**config.mk**
```make
export PLATFORM = sky130hd
export DESIGN_NAME = aq_djpeg_idctb_fetch_flat
export DESIGN_NICKNAME = d
export VERILOG_FILES = /design/src/rtl/aq_djpeg_idctb_fetch_if.sv /design/src/rtl/aq_djpeg_idctb_fetch.sv /design/src/flat_wrapper.sv
export SDC_FILE = /design/constraint.sdc
export NUM_CORES = 1
export LEC_CHECK = 0
export CORE_ASPECT_RATIO = 0.5
export CORE_MARGIN = 3
export CORE_UTILIZATION = 45
export CTS_CLUSTER_SIZE = 14
export DETAILED_ROUTE_END_ITERATION = 16
export GPL_ROUTABILITY_DRIVEN = 0
export PLACE_DENSITY = 0.78
export SYNTH_ARGS = -nofsm -noshare
export SYNTH_HDL_FRONTEND = slang
export SYNTH_SLANG_ARGS = --single-unit
```
**constraint.sdc**
```tcl
create_clock -name clk -period 2.2 [get_ports clk]
set_input_delay 0.22 -clock clk [delete_from_list [all_inputs] [get_ports clk]]
set_output_delay 0.22 -clock clk [all_outputs]
set_load 0.05 [all_outputs]
```
**src/rtl/aq_djpeg_idctb_fetch_if.sv**
```systemverilog
// aq_djpeg_idctb_fetch_if: ordered coefficient-pair stream
// toward the column-pass IDCT, valid/ready handshake.
interface aq_djpeg_idctb_fetch_if;
  logic        OutValid;
  logic        OutReady;
  logic [2:0]  OutPage;
  logic [1:0]  OutCount;
  logic        OutLast;
  logic [15:0] OutA;
  logic [15:0] OutB;

  modport master (
    output OutValid,
    output OutPage,
    output OutCount,
    output OutLast,
    output OutA,
    output OutB,
    input  OutReady
  );

  modport slave (
    input  OutValid,
    input  OutPage,
    input  OutCount,
    input  OutLast,
    input  OutA,
    input  OutB,
    output OutReady
  );
endinterface

```
**src/rtl/aq_djpeg_idctb_fetch.sv**
```systemverilog
// aq_djpeg_idctb_fetch: transpose-buffer read sequencer
// with lane-swap correction and credit-based output FIFO.
module aq_djpeg_idctb_fetch #(
  parameter int FIFO_DEPTH = 4
) (
  input  logic        clk,
  input  logic        rst,
  input  logic        DataInit,
  input  logic        BufEnable,
  output logic        BufRead,
  output logic [4:0]  BufAddress,
  input  logic [15:0] BufDataA,
  input  logic [15:0] BufDataB,
  aq_djpeg_idctb_fetch_if.master out
);

  localparam int PW = (FIFO_DEPTH > 1) ?
                      $clog2(FIFO_DEPTH) : 1;
  localparam int CW = PW + 1;
  localparam logic [CW:0] DEPTH = FIFO_DEPTH[CW:0];

  logic [4:0]    addr;
  logic [4:0]    issAddr;
  logic          inflight;
  logic [PW-1:0] wrPtr;
  logic [PW-1:0] rdPtr;
  logic [CW-1:0] count;
  logic [CW:0]   used;
  logic          wr;
  logic          pop;
  logic          swap;
  logic [15:0]   capA;
  logic [15:0]   capB;
  logic [4:0]    headAddr;

  logic [4:0]  fAddr [FIFO_DEPTH];
  logic [15:0] fA    [FIFO_DEPTH];
  logic [15:0] fB    [FIFO_DEPTH];

  // Reads in flight count against FIFO space so
  // a capture always has a free slot.
  assign used = {1'b0, count} +
                {{CW{1'b0}}, inflight};
  assign BufRead = rst & BufEnable & ~DataInit &
                   (used < DEPTH);
  assign BufAddress = addr;

  // Buffer muxes lanes with the live address, so a
  // bit-4 change since issue means lanes arrive swapped.
  assign swap = addr[4] ^ issAddr[4];
  assign capA = swap ? BufDataB : BufDataA;
  assign capB = swap ? BufDataA : BufDataB;

  assign wr  = inflight & ~DataInit;
  assign pop = out.OutValid & out.OutReady;

  // Address walk and one-deep in-flight tracking.
  always_ff @(posedge clk or negedge rst) begin
    if (!rst) begin
      addr     <= '0;
      issAddr  <= '0;
      inflight <= 1'b0;
    end else if (DataInit) begin
      addr     <= '0;
      inflight <= 1'b0;
    end else if (BufRead) begin
      addr     <= addr + 5'd1;
      issAddr  <= addr;
      inflight <= 1'b1;
    end else begin
      inflight <= 1'b0;
    end
  end

  // FIFO pointers and occupancy.
  always_ff @(posedge clk or negedge rst) begin
    if (!rst) begin
      wrPtr <= '0;
      rdPtr <= '0;
      count <= '0;
    end else if (DataInit) begin
      wrPtr <= '0;
      rdPtr <= '0;
      count <= '0;
    end else begin
      if (wr)
        wrPtr <= wrPtr + 1'b1;
      if (pop)
        rdPtr <= rdPtr + 1'b1;
      case ({wr, pop})
        2'b10:   count <= count + 1'b1;
        2'b01:   count <= count - 1'b1;
        default: count <= count;
      endcase
    end
  end

  // FIFO storage, zeroed on reset so an empty head reads 0.
  always_ff @(posedge clk or negedge rst) begin
    if (!rst) begin
      for (int i = 0; i < FIFO_DEPTH; i++) begin
        fAddr[i] <= '0;
        fA[i]    <= '0;
        fB[i]    <= '0;
      end
    end else if (wr) begin
      fAddr[wrPtr] <= issAddr;
      fA[wrPtr]    <= capA;
      fB[wrPtr]    <= capB;
    end
  end

  // A capture into a full FIFO means credit accounting broke.
  always_ff @(posedge clk) begin
    if (rst && wr)
      assert ({1'b0, count} < DEPTH);
  end

  assign headAddr     = fAddr[rdPtr];
  assign out.OutValid = (count != '0);
  assign out.OutPage  = headAddr[4:2];
  assign out.OutCount = headAddr[1:0];
  assign out.OutLast  = (headAddr == 5'd31);
  assign out.OutA     = fA[rdPtr];
  assign out.OutB     = fB[rdPtr];

endmodule

```
**src/flat_wrapper.sv**
```systemverilog
// flat-port wrapper written by rule: the top's interface ports become plain ports
module aq_djpeg_idctb_fetch_flat 
#(
  parameter int FIFO_DEPTH = 4
)
  (clk, rst, DataInit, BufEnable, BufRead, BufAddress, BufDataA, BufDataB, out_OutValid, out_OutPage, out_OutCount, out_OutLast, out_OutA, out_OutB, out_OutReady);
  aq_djpeg_idctb_fetch_if out_i ();
  input  logic clk;
  input  logic rst;
  input  logic DataInit;
  input  logic BufEnable;
  output logic BufRead;
  output logic [4:0] BufAddress;
  input  logic [15:0] BufDataA;
  input  logic [15:0] BufDataB;
  output wire logic [$bits(out_i.OutValid)-1:0] out_OutValid;
  output wire logic [$bits(out_i.OutPage)-1:0] out_OutPage;
  output wire logic [$bits(out_i.OutCount)-1:0] out_OutCount;
  output wire logic [$bits(out_i.OutLast)-1:0] out_OutLast;
  output wire logic [$bits(out_i.OutA)-1:0] out_OutA;
  output wire logic [$bits(out_i.OutB)-1:0] out_OutB;
  input wire logic [$bits(out_i.OutReady)-1:0] out_OutReady;
  assign out_OutValid = out_i.OutValid;
  assign out_OutPage = out_i.OutPage;
  assign out_OutCount = out_i.OutCount;
  assign out_OutLast = out_i.OutLast;
  assign out_OutA = out_i.OutA;
  assign out_OutB = out_i.OutB;
  assign out_i.OutReady = out_OutReady;
  aq_djpeg_idctb_fetch #(.FIFO_DEPTH(FIFO_DEPTH)) u_core (.clk(clk), .rst(rst), .DataInit(DataInit), .BufEnable(BufEnable), .BufRead(BufRead), .BufAddress(BufAddress), .BufDataA(BufDataA), .BufDataB(BufDataB), .out(out_i));
endmodule
```
==> results.txt, run 1 <==
* Result of the run: finished with violations
- Violated checks: hold timing
- Worst setup path startpoint: u_core.rdPtr[0]
- Highest attainable clock frequency: 0.466 GHz
- Drt drc: 0
- Vias in the first global route: 5606
- Highest-count cells in the layout ignoring fill and taps: sky130_fd_sc_hd__dfrtp_1, sky130_fd_sc_hd__nand2_1, sky130_fd_sc_hd__o21ai_0
* Die area: 18100 sq um
- The count of nets left with antenna violations once routing finished came out at 0.
- Count of maximum capacitance violations: 0
* Slew at the pin closest to its max-slew limit: 0.915 ns
- Post-Synthesis Mean Instance Area: 11.8 sq um
- Grt ovf: 0
* Pwr per Cell Area: 1150 nW/um^2
- Total power for the finished layout comes to 11300 uW.
- The final hold violation count is 7.
* Number of warnings printed during yosys synthesis: 0
- Counting tap cells, the placed design contains a total of 919 instances.
- In this run the critical register-to-register path is captured at u_core.count[2].
* Type of origin of the critical path: register
* Leak pwr: 0.00440 uW
* Detailed router's first-iteration violation count: 489
- Worst clock skew: 0.00850 ns
* Clock-pin slew on the worst setup and hold paths: 0.06 ns
- Proportion of synthesized chip area in sequential cells: 0.561
- FF-to-FF Start: u_core.count[1]
- Maximum vdd drop: 0.635 mV
- The net count of the finished layout is 766.
- The tightest min-delay check is of the input pin to asynchronous set/reset pin type.
* RSZ-0062 raised after global routing: true
- Part of the cycle the worst path needs: 0.975
- The routed layout has 5283 vias.
- Unique masters post-synth: 41
- At the placement stage, the worst setup path has a slack of -0.0535 ns.
* Worst-path maximum fanout: 15
* Clock tree from TritonCTS: done
* Post-detail-place hpwl: 12000 um
- The number of antenna violations at the first check in global routing was 0.
* Largest net degree at the start of global routing: 167
- Total I/O pin count: 82
- Worst skew pair latency: 0.43 ns
* Final design area excluding fillers: 9780 sq um
- Net switching component of the power: 3880 uW
- Among the stages of the critical path, the cell type that occurs most often is sky130_fd_sc_hd__buf_12.
- Buffer type at the clock tree root: sky130_fd_sc_hd__clkbuf_16
* Sequential Power Share: 0.333
- Finished Layout Cells: 957
* Slew Limit Fails: 0
* Share of cells above drive strength 1: 0.243
* Area of the placeable core: 15700 sq um
* WS Path Type: register to primary output
- At the worst endpoint, the arrival time is 1.92 ns.
- Post-Syn Instances: 626
* Router iterations before antenna repair: 4
* Slack of the worst reg-to-reg path: 0.15 ns
* Wire length of the first global-routing pass: 29900 um
- Area of the mapped netlist: 7400 sq um
- Worst max-slew margin expressed relative to the limit: 0.390
- Timing endpoint of the critical path: out_OutA[6]
- After floorplanning, the core was divided into 32 placement rows.
* Die Height: 96.7 um
- The worst path in the final design needs a cycle of 2.14 ns, including I/O delays and setup.
* Average via count per standard cell: 5.52
- For this configuration, the core starts out at a cell density of 0.471.
- On the worst path, the slowest cell contributes a delay of 0.57 ns.
- Number of nets in the synthesized netlist: 669
- The area growth from synthesis to layout is 32.0%.
- # clock sinks: 166
- Diodes inserted: 0
- On the final layout, the worst hold slack is -0.0168 ns.
- TritonCTS created 17 clock buffers.
- Of the total power, the share spent switching nets is 0.345.
- Routed length per instance: 19.4 um
- Depth of the CTS H-tree: 4
* Combinational fraction of design power: 0.404
- Counting flops and latches in the post-synthesis netlist gives 166.
- Across every metal layer, demand over resource in global routing totals 0.210.
* Clock power share: 0.264
- Final Worst Setup Slack: 0.0557 ns
- Instance area at placement: 9080 sq um
- Element type at the critical path end: primary output
* Die Width: 187 um
* Number of port buffers: 81
- Library cell contributing the largest single delay on the critical path: sky130_fd_sc_hd__mux4_2
* CP Cell Sequence: buf_12, buf_16, mux4_2, buf_12
- Total wirelength of the detailed-routed design: 18500 um
- Counting along the longest clock path gives a buffer depth of 2.
* Data required time at the worst endpoint: 1.98 ns
- Setup violations remaining at the end of the flow were counted as 0.
- Cell internal power was estimated by the tool at 7380 uW.
- Cells on worst reg2reg path: 6
- Leaving out fill and tap cells, the most frequent cell in the layout is sky130_fd_sc_hd__dfrtp_1.
## registers in the layout, summed over array words and instances (netlist names)
name and count:
u_core.fA 64, u_core.fB 64, u_core.fAddr 20, u_core.BufAddress 5
u_core.issAddr 5, u_core.count 3, u_core.rdPtr 2, u_core.wrPtr 2
u_core.inflight 1
## worst min-delay path by stage
stage	startpoint	end	slack (ns)
global route	rst	u_core.fA[33]	0.04
floorplan	rst	u_core.BufAddress[0]	-0.08
finish	rst	u_core.fA[35]	-0.02
CTS	rst	u_core.fA[0]	0.05
detailed placement	u_core.fA[11]	u_core.fA[11]	0.47
global placement	u_core.fA[52]	u_core.fA[52]	0.46
## metrics by stage
stage | TNS, ns | util
finish | 0 | 0.621
CTS | -0.0181 | 0.616
global placement | -0.106 | 0.577
floorplan | 0 | -
detailed placement | -0.400 | 0.577
global route | -0.00206 | 0.621
## cell usage after synthesis (all sizes together)
cell	count	area, sq um
or4	1	7.51
mux2i	36	360
nand2	136	510
or4b	1	10.0
and3	1	6.26
o2111ai	1	8.76
dfrtp	166	4150
ha	5	62.6
or3	1	6.26
nor3	1	5.00
buf	10	71.3
nor4	1	6.26
xnor2	3	33.8
o311ai	1	8.76
nor3b	1	7.51
mux2	26	293
o31ai	2	20.0
nand4bb	1	11.3
a21oi	2	10.0
nor2b	1	6.26
nand3	5	25.0
nand4	1	6.26
inv	7	26.3
xor2	3	45.1
clkbuf	31	118
nor4bb	1	10.0
nand3b	4	30.0
o21ai	130	651
mux4	37	833
fa	1	20.0
o211ai	2	15.0
nor2	7	26.3
## power by group through the flow
stage               clock, uW  sequential [uW]  combinational (uW)
detailed placement          0             3840                4410
finish                   2970             3750                4540
global placement            0             3800                4360
CTS                      3020             3780                4440
global route             3160             3790                4780
floorplan                   0             3740                2400
## final cells by class
type | instances | area, sq um
timing repair buffer | 119 | 1660
clock inverter | 11 | 114
clock buffer | 21 | 480
tap | 221 | 277
multi-input combinational | 412 | 3060
inverter | 7 | 26.3
fill | 1164 | 5960
sequential | 166 | 4160
## what timing repair did
action | in CTS | in global routing
pin swaps | 0 | 1
endpoints found under the hold margin | 0 | 0
setup endpoints to repair | 50 | 30
setup buffers | 1 | 4
hold buffers | 0 | 0
gates cloned | 0 | 1
resized for setup | 3 | 4
## routing by layer
layer,part of all wire,up-vias,GRT usage
li1,-,2415,-
met1,0.42,2682,0.267
met2,0.50,160,0.355
met3,0.059,26,0.0565
met4,0.019,0,0.0668
met5,0,-,0
## worst max-delay path, delay by kind of cell (launching register included)
family	cells	cell delay, ns
muxes	1	0.57
DFF	1	0.42
buffers and inverters	3	0.50
## kinds of logic (layout without fill, tap and decap cells)
logic type	count (synthesis)	count (layout)	synth area share
buf+inv	48	158	0.0291
mux	99	99	0.201
xor+xnor	6	6	0.0106
compound gates	138	138	0.0963
fa+ha+maj	6	6	0.0112
simple gates	163	163	0.0911
flops	166	166	0.561
No activity file was read; power rests on OpenSTA's default activity.
==> run 2: changes to the inputs <==
--- a/config.mk
+++ b/config.mk
@@ -5,6 +5,7 @@
 export SDC_FILE = /design/constraint.sdc
 export NUM_CORES = 1
 export LEC_CHECK = 0
+export ABC_CLOCK_PERIOD_IN_PS = 2200
 export CORE_ASPECT_RATIO = 0.5
 export CORE_MARGIN = 3
 export CORE_UTILIZATION = 45
@@ -12,6 +13,8 @@
 export DETAILED_ROUTE_END_ITERATION = 16
 export GPL_ROUTABILITY_DRIVEN = 0
 export PLACE_DENSITY = 0.78
+export SKIP_CTS_REPAIR_TIMING = 1
+export SLEW_MARGIN = 10
 export SYNTH_ARGS = -nofsm -noshare
 export SYNTH_HDL_FRONTEND = slang
 export SYNTH_SLANG_ARGS = --single-unit
==> run 2 against run 1 <==
  * The run still ends with hold timing left
  * Register-to-register slack about the same
  * Power down 0.32%
  * Setup slack worse by 0.047 ns
  * Critical path type unchanged
  * Critical path depth up 1
  * Clock power about the same
  * Global-route usage about the same
  * Wire length down 1.2%
  * Die area unchanged
  * Combinational power about the same
  * Via count down 0.45%
  * Design area down 0.32%
  * Non-clock buffer count down 1
==> results.txt, run 2 (synthesis results as in run 1) <==
- The slowest stage of the critical path is the sky130_fd_sc_hd__dfrtp_4 cell.
- The clock period could shrink to 2.19 ns.
- Die Width: 187 um
- Die Height: 96.7 um
* Total track usage: 0.210
* Maximum vdd drop: 0.632 mV
- Area used by sequential logic in the layout: 4160 sq um
- For the worst setup path, the data arrival time is 1.97 ns.
- Clock tree from TritonCTS: done
- Of the cells placed in the final design, the portion with a size suffix greater than 1 is 0.242.
* Die area: 18100 sq um
- Leak pwr: 0.00440 uW
- Site Rows: 32
* Slew at the pin closest to its max-slew limit: 0.925 ns
- Drt drc: 0
- Vias in the first global route: 5622
- Result of the run: finished with violations
* Detailed router's first-iteration violation count: 483
- Once layout is done, the placed cells without fillers occupy 9750 sq um.
- Port buffering added 81 buffers.
- The first TritonRoute pass finished after 4 iterations.
* Post-route core utilization: 0.619
- In this run the deepest clock path goes through 2 buffers.
* Initial cell density of the core: 0.471
- Violated checks: hold timing
* Type of origin of the critical path: register
- The H-tree was split into 4 levels.
* Overall via count from detail_route: 5259
* Footprint of the multi-input gates: 3060 sq um
* Worst max-slew margin expressed relative to the limit: 0.384
- Clock-pin slew on the worst setup and hold paths: 0.06 ns
- Dividing the detail-routed via count by the number of cells gives 5.50.
- Area added between synthesis and finish: 31.6%
* Worst skew pair latency: 0.43 ns
* Pwr per Cell Area: 1150 nW/um^2
- Slew Limit Fails: 0
- Worst clock skew: 0.00893 ns
- Number of buffers created by CTS: 17
* CP Cell Sequence: buf_2, buf_4, buf_4, mux4_2, buf_12
- The library cell used most frequently in the layout, excluding fill and tap cells, is sky130_fd_sc_hd__dfrtp_1.
- Adding up every negative setup slack in the final design gives 0 ns.
- The worst setup path is captured at a primary output.
* Area of the placeable core: 15700 sq um
- WS Path Type: register to primary output
* Largest stage delay on the critical path: 0.48 ns
* Highest attainable clock frequency: 0.456 GHz
- RSZ-0062 raised after global routing: true
- The root buffer cell chosen for the clock tree is sky130_fd_sc_hd__clkbuf_16.
- # clock sinks: 166
* Largest net degree at the start of global routing: 167
- The placed instances occupy a cell area of 9080 sq um.
- After layout, the design draws a total of 11200 uW.
- Across all register-to-register paths, the minimum setup slack is 0.15 ns.
- Data required time at the worst endpoint: 1.98 ns
- Post-detail-place hpwl: 12000 um
- The layout has 1169 filler cells.
* Hold Fails Final Rpt: 12
- Initial antenna violation count: 0
- Count of maximum capacitance violations: 0
* Cell seen most often among critical-path stages: sky130_fd_sc_hd__buf_4
- Dividing the detail-routed wire length by the instance count gives 19.2 um.
- Wire length of the first global-routing pass: 29900 um
- Summed over all layers, the global routing overflow is 0.
- Diodes inserted: 0
* Worst hold path class: input pin to asynchronous set/reset pin
* Leading registers by flop count: u_core.fA (64), u_core.fB (64), u_core.fAddr (20)
* Worst-path maximum fanout: 4
* Worst hold-check slack: -0.0295 ns
- 82 I/O pins were placed.
* Total wirelength of the detailed-routed design: 18300 um
- Part of the cycle the worst path needs: 0.996
- Setup violations remaining at the end of the flow were counted as 0.
- Highest-count cells in the layout ignoring fill and taps: sky130_fd_sc_hd__dfrtp_1, sky130_fd_sc_hd__nand2_1, sky130_fd_sc_hd__o21ai_0
- Once detail routing completed, the nets flagged for antenna violations numbered 0.
* Number of nets at the end of the flow: 765
-- run 2: cell types whose count changed in the layout (fill, tap and decap cells not counted) --
cell | previous run | this run
sky130_fd_sc_hd__clkbuf_16 | 18 | 17
sky130_fd_sc_hd__dlymetal6s2s_1 | 1 | 2
sky130_fd_sc_hd__dlygate4sd2_1 | 1 | 0
sky130_fd_sc_hd__buf_16 | 1 | 0
sky130_fd_sc_hd__buf_2 | 0 | 1
sky130_fd_sc_hd__buf_4 | 25 | 24
sky130_fd_sc_hd__buf_12 | 50 | 51
-- run 2: worst max-delay path, delay by kind of cell, from the launching register on --
family	cells	cell delay (ns)
buf+inv	4	0.63
flops	1	0.48
mux	1	0.44
-- run 2: layer usage --
layer	up-vias	GRT usage	share of wire
met5	-	0	0
met4	0	0.0709	0.021
met3	26	0.0568	0.055
met2	153	0.356	0.50
met1	2670	0.264	0.42
li1	2410	-	-
-- run 2: area by class of cell --
| type | instances | area share |
|---|---|---|
| timing repair buffer | 118 | 0.168 |
| tap | 221 | 0.0284 |
| clock inverter | 11 | 0.0117 |
| clock buffer | 21 | 0.0493 |
| inverter | 7 | 0.00270 |
| sequential | 166 | 0.427 |
| multi-input combinational | 412 | 0.314 |
-- run 2: path summary, 6_finish.rpt --
kind | to | cells past startpoint | startpoint
max | out_OutA[12] | 5 | u_core.rdPtr[0]
min | u_core.fA[35] | 2 | rst
max reg2reg | u_core.count[2] | 6 | u_core.count[1]
min reg2reg | u_core.fA[18] | 2 | u_core.fA[18]
max in group asynchronous | u_core.rdPtr[0] | 2 | rst
min in group clk | u_core.BufAddress[1] | 4 | rst
-- run 2: report_power, final --
part / internal, uW / total (uW) / switching (uW)
Sequential: 3480 / 3750 / 263
Clock: 1700 / 2970 / 1270
Combinational: 2170 / 4510 / 2330
Total: 7350 / 11200 / 3870
-- run 2: metrics by stage --
step	worst slack (ns)	hold WS, ns	instances
after floorplan	0.0553	-0.0756	626
after global placement	-0.0283	0.456	919
after detailed placement	-0.0535	0.467	919
after CTS	-0.142	0.0526	951
after global routing	-0.0407	0.0353	956
final	0.00899	-0.0295	956
==> run 3: changes to the inputs <==
--- a/config.mk
+++ b/config.mk
@@ -5,7 +5,7 @@
 export SDC_FILE = /design/constraint.sdc
 export NUM_CORES = 1
 export LEC_CHECK = 0
-export ABC_CLOCK_PERIOD_IN_PS = 2200
+export ABC_CLOCK_PERIOD_IN_PS = 1770
 export CORE_ASPECT_RATIO = 0.5
 export CORE_MARGIN = 3
 export CORE_UTILIZATION = 45
@@ -18,3 +18,4 @@
 export SYNTH_ARGS = -nofsm -noshare
 export SYNTH_HDL_FRONTEND = slang
 export SYNTH_SLANG_ARGS = --single-unit
+export TNS_END_PERCENT = 5
==> constraint.sdc (replaced) <==
create_clock -name clk -period 1.77 [get_ports clk]
set_input_delay 0.177 -clock clk [delete_from_list [all_inputs] [get_ports clk]]
set_output_delay 0.177 -clock clk [all_outputs]
set_load 0.05 [all_outputs]
==> run 3 against run 2 <==
  * The flow finishes with violations (setup timing)
  * Clock skew shrank 0.0011 ns
  * Power grew 26%
  * Non-clock buffer count grew 21
  * Wire length grew 3.0%
  * Critical path depth shrank 1
  * Final cell count grew 2.2%
  * Highest routed layer unchanged
==> results.txt, run 3 (synthesis results as in run 1) <==
- Result of the run: finished with violations
* Violated checks: setup timing
- Setup TNS Final: -14.75 ns
- Share of cells above drive strength 1: 0.300
* Slack of the worst reg-to-reg path: -0.17 ns
- Worst max-slew margin expressed relative to the limit: 0.439
* Finished Layout Cells: 977
* Initial cell density of the core: 0.471
- Setup violations remaining at the end of the flow were counted as 98.
* Leak pwr: 0.00450 uW
- Pwr per Cell Area: 1410 nW/um^2
- Diodes inserted: 0
- Detailed router's first-iteration violation count: 402
- For the worst-skew pair, the clock arrives at the later sink with an insertion delay of 0.43 ns.
* Maximum vdd drop: 0.958 mV
- The endpoint identified for the worst register-to-register timing path is u_core.fA[19].
* Area of the placeable core: 15700 sq um
- In the final layout, the multi-input gates occupy 3150 sq um.
* Largest stage delay on the critical path: 0.55 ns
- Of the total power, combinational logic draws 0.419.
- Filler Cell Count: 1110
- At the pin with the least slew margin, the transition time is 0.841 ns.
* Hold Fails Final Rpt: 0
* Vias in the first global route: 5658
* Sequential Power Share: 0.330
* Number of nets at the end of the flow: 786
- Cells on worst reg2reg path: 4
- The largest registers in the layout are u_core.fA (64), u_core.fB (64), u_core.fAddr (20).
* Part of the cycle the worst path needs: 1.18
* Routed length per instance: 19.3 um
- Clock tree synthesis found a total of 166 sinks.
- FF-to-FF Start: u_core.BufAddress[4]
- Gate family responsible for the most delay along the worst path: multiplexers
- Total I/O pin count: 82
* Site Rows: 32
- Cell-internal power: 9090 uW
* Area used by sequential logic in the layout: 4160 sq um
- Worst hold-check slack: 0.389 ns
- The library cells used most frequently in the layout, excluding fill and tap cells, are sky130_fd_sc_hd__dfrtp_1, sky130_fd_sc_hd__nand2_1, sky130_fd_sc_hd__o21ai_0.
- Library cell contributing the largest single delay on the critical path: sky130_fd_sc_hd__mux4_2
* Grt ovf: 0
- Worst-path maximum fanout: 6
* Depth of the CTS H-tree: 4
* Total track usage: 0.208
- The worst setup path is captured at a primary output.
- For this design the total switching power over the nets is 5060 uW.
* Highest attainable clock frequency: 0.479 GHz
- TritonCTS built the clock tree.
- CP Cell Sequence: buf_4, clkbuf_16, mux4_2, buf_12
- The number of buffers and inverters on the critical path is 3.
* Worst hold path class: input pin to asynchronous set/reset pin
* Number of port buffers: 81
- Placement Setup Slack: -0.237 ns
- The number of pins with negative max-slew slack in the final report came to 0.
* Count of maximum capacitance violations: 0
- Buffer type at the clock tree root: sky130_fd_sc_hd__clkbuf_16
* Area added between synthesis and finish: 35.3%
* Number of buffers created by CTS: 17
- Worst Path Arrival: 1.91 ns
- Between clock sinks in the finished design, the worst skew comes to 0.00781 ns.
- Clk buf depth: 2
- Number of placed instances with taps included: 937
- Most common cell after layout, fill and taps aside: sky130_fd_sc_hd__dfrtp_1
- Die Width: 187 um
- Wire length of the first global-routing pass: 29700 um
- WS Path Type: register to primary output
* Initial antenna violation count: 0
- Remaining antenna violation count after routing: 0
- In the routed design, unresolved DRC markers number 0.
- Entering global routing, the biggest net connects 98 pins.
* Post-detail-place hpwl: 12200 um
* Data required time at the worst endpoint: 1.59 ns
- The first detailed-routing pass took 5 iterations.
- Average via count per standard cell: 5.62
- The routed layout has 5490 vias.
- For this block, the routed nets add up to 18900 um of wire.
- After clock tree synthesis, the clock-pin slew on the worst setup and hold paths is 0.07 ns.
- The critical path starts at u_core.rdPtr[0].
- Of the total power, the share spent switching nets is 0.357.
- Clock power share: 0.250
* Final Worst Setup Slack: -0.316 ns
- RSZ-0062 raised after global routing: true
- Die Height: 96.7 um
- Minimum period implied by the final worst setup slack: 2.09 ns
- Type of origin of the critical path: register
- Die area: 18100 sq um
run 3: cell count changes in the layout (fill, tap and decap cells not counted), sizes merged:
cell,previous run,this run
dlygate4sd3,0,1
inv,11,16
buf,77,101
clkbuf,21,19
bufinv,1,0
clkdlybuf4s50,39,35
dlymetal6s2s,2,0
run 3: power by group through the flow:
stage	sequential (uW)	clock, uW	combinational [uW]
2_1_floorplan	4650	0	3000
6_report	4670	3540	5930
3_3_place_gp	4670	0	5530
3_5_place_dp	4720	0	5610
5_1_grt	4720	3780	6200
4_1_cts	4660	3590	5630
run 3: per-stage QoR:
stage	power [uW]	cell area, sq um	utilization
finish	14100	10000	0.637
global route	14700	10000	0.637
CTS	13900	9820	0.624
detailed placement	10300	9260	0.589
global placement	10200	9260	0.589
floorplan	7650	7450	-
run 3: cell type report:
cell class / instances / area share
inverter: 7 / 0.00262
sequential: 166 / 0.415
tap: 221 / 0.0276
timing repair buffer: 139 / 0.185
clock buffer: 17 / 0.0424
clock inverter: 15 / 0.0137
multi-input combinational: 412 / 0.314
run 3: how the worst max path moves through the flow:
stage                                  to  slack, ns  cells past startpoint
final                        out_OutA[13]      -0.32                      4
after detailed placement  u_core.count[2]      -0.24                      7
after global routing          out_OutA[6]      -0.36                      4
after floorplan           u_core.count[2]      -0.22                      6
after global placement    u_core.count[2]      -0.19                      7
after CTS                     out_OutLast      -0.39                      5
run 3: tightest hold or removal path: cells and delay by family:
| family | cells | cell delay [ns] |
|---|---|---|
| buffers and inverters | 3 | 1.06 |
run 3: routing by layer:
layer,wire length [um],track usage,up-vias
met5,0,0,-
met4,546,0.0806,0
met3,966,0.0463,39
met2,9750,0.354,202
met1,7610,0.261,2793
li1,-,-,2456
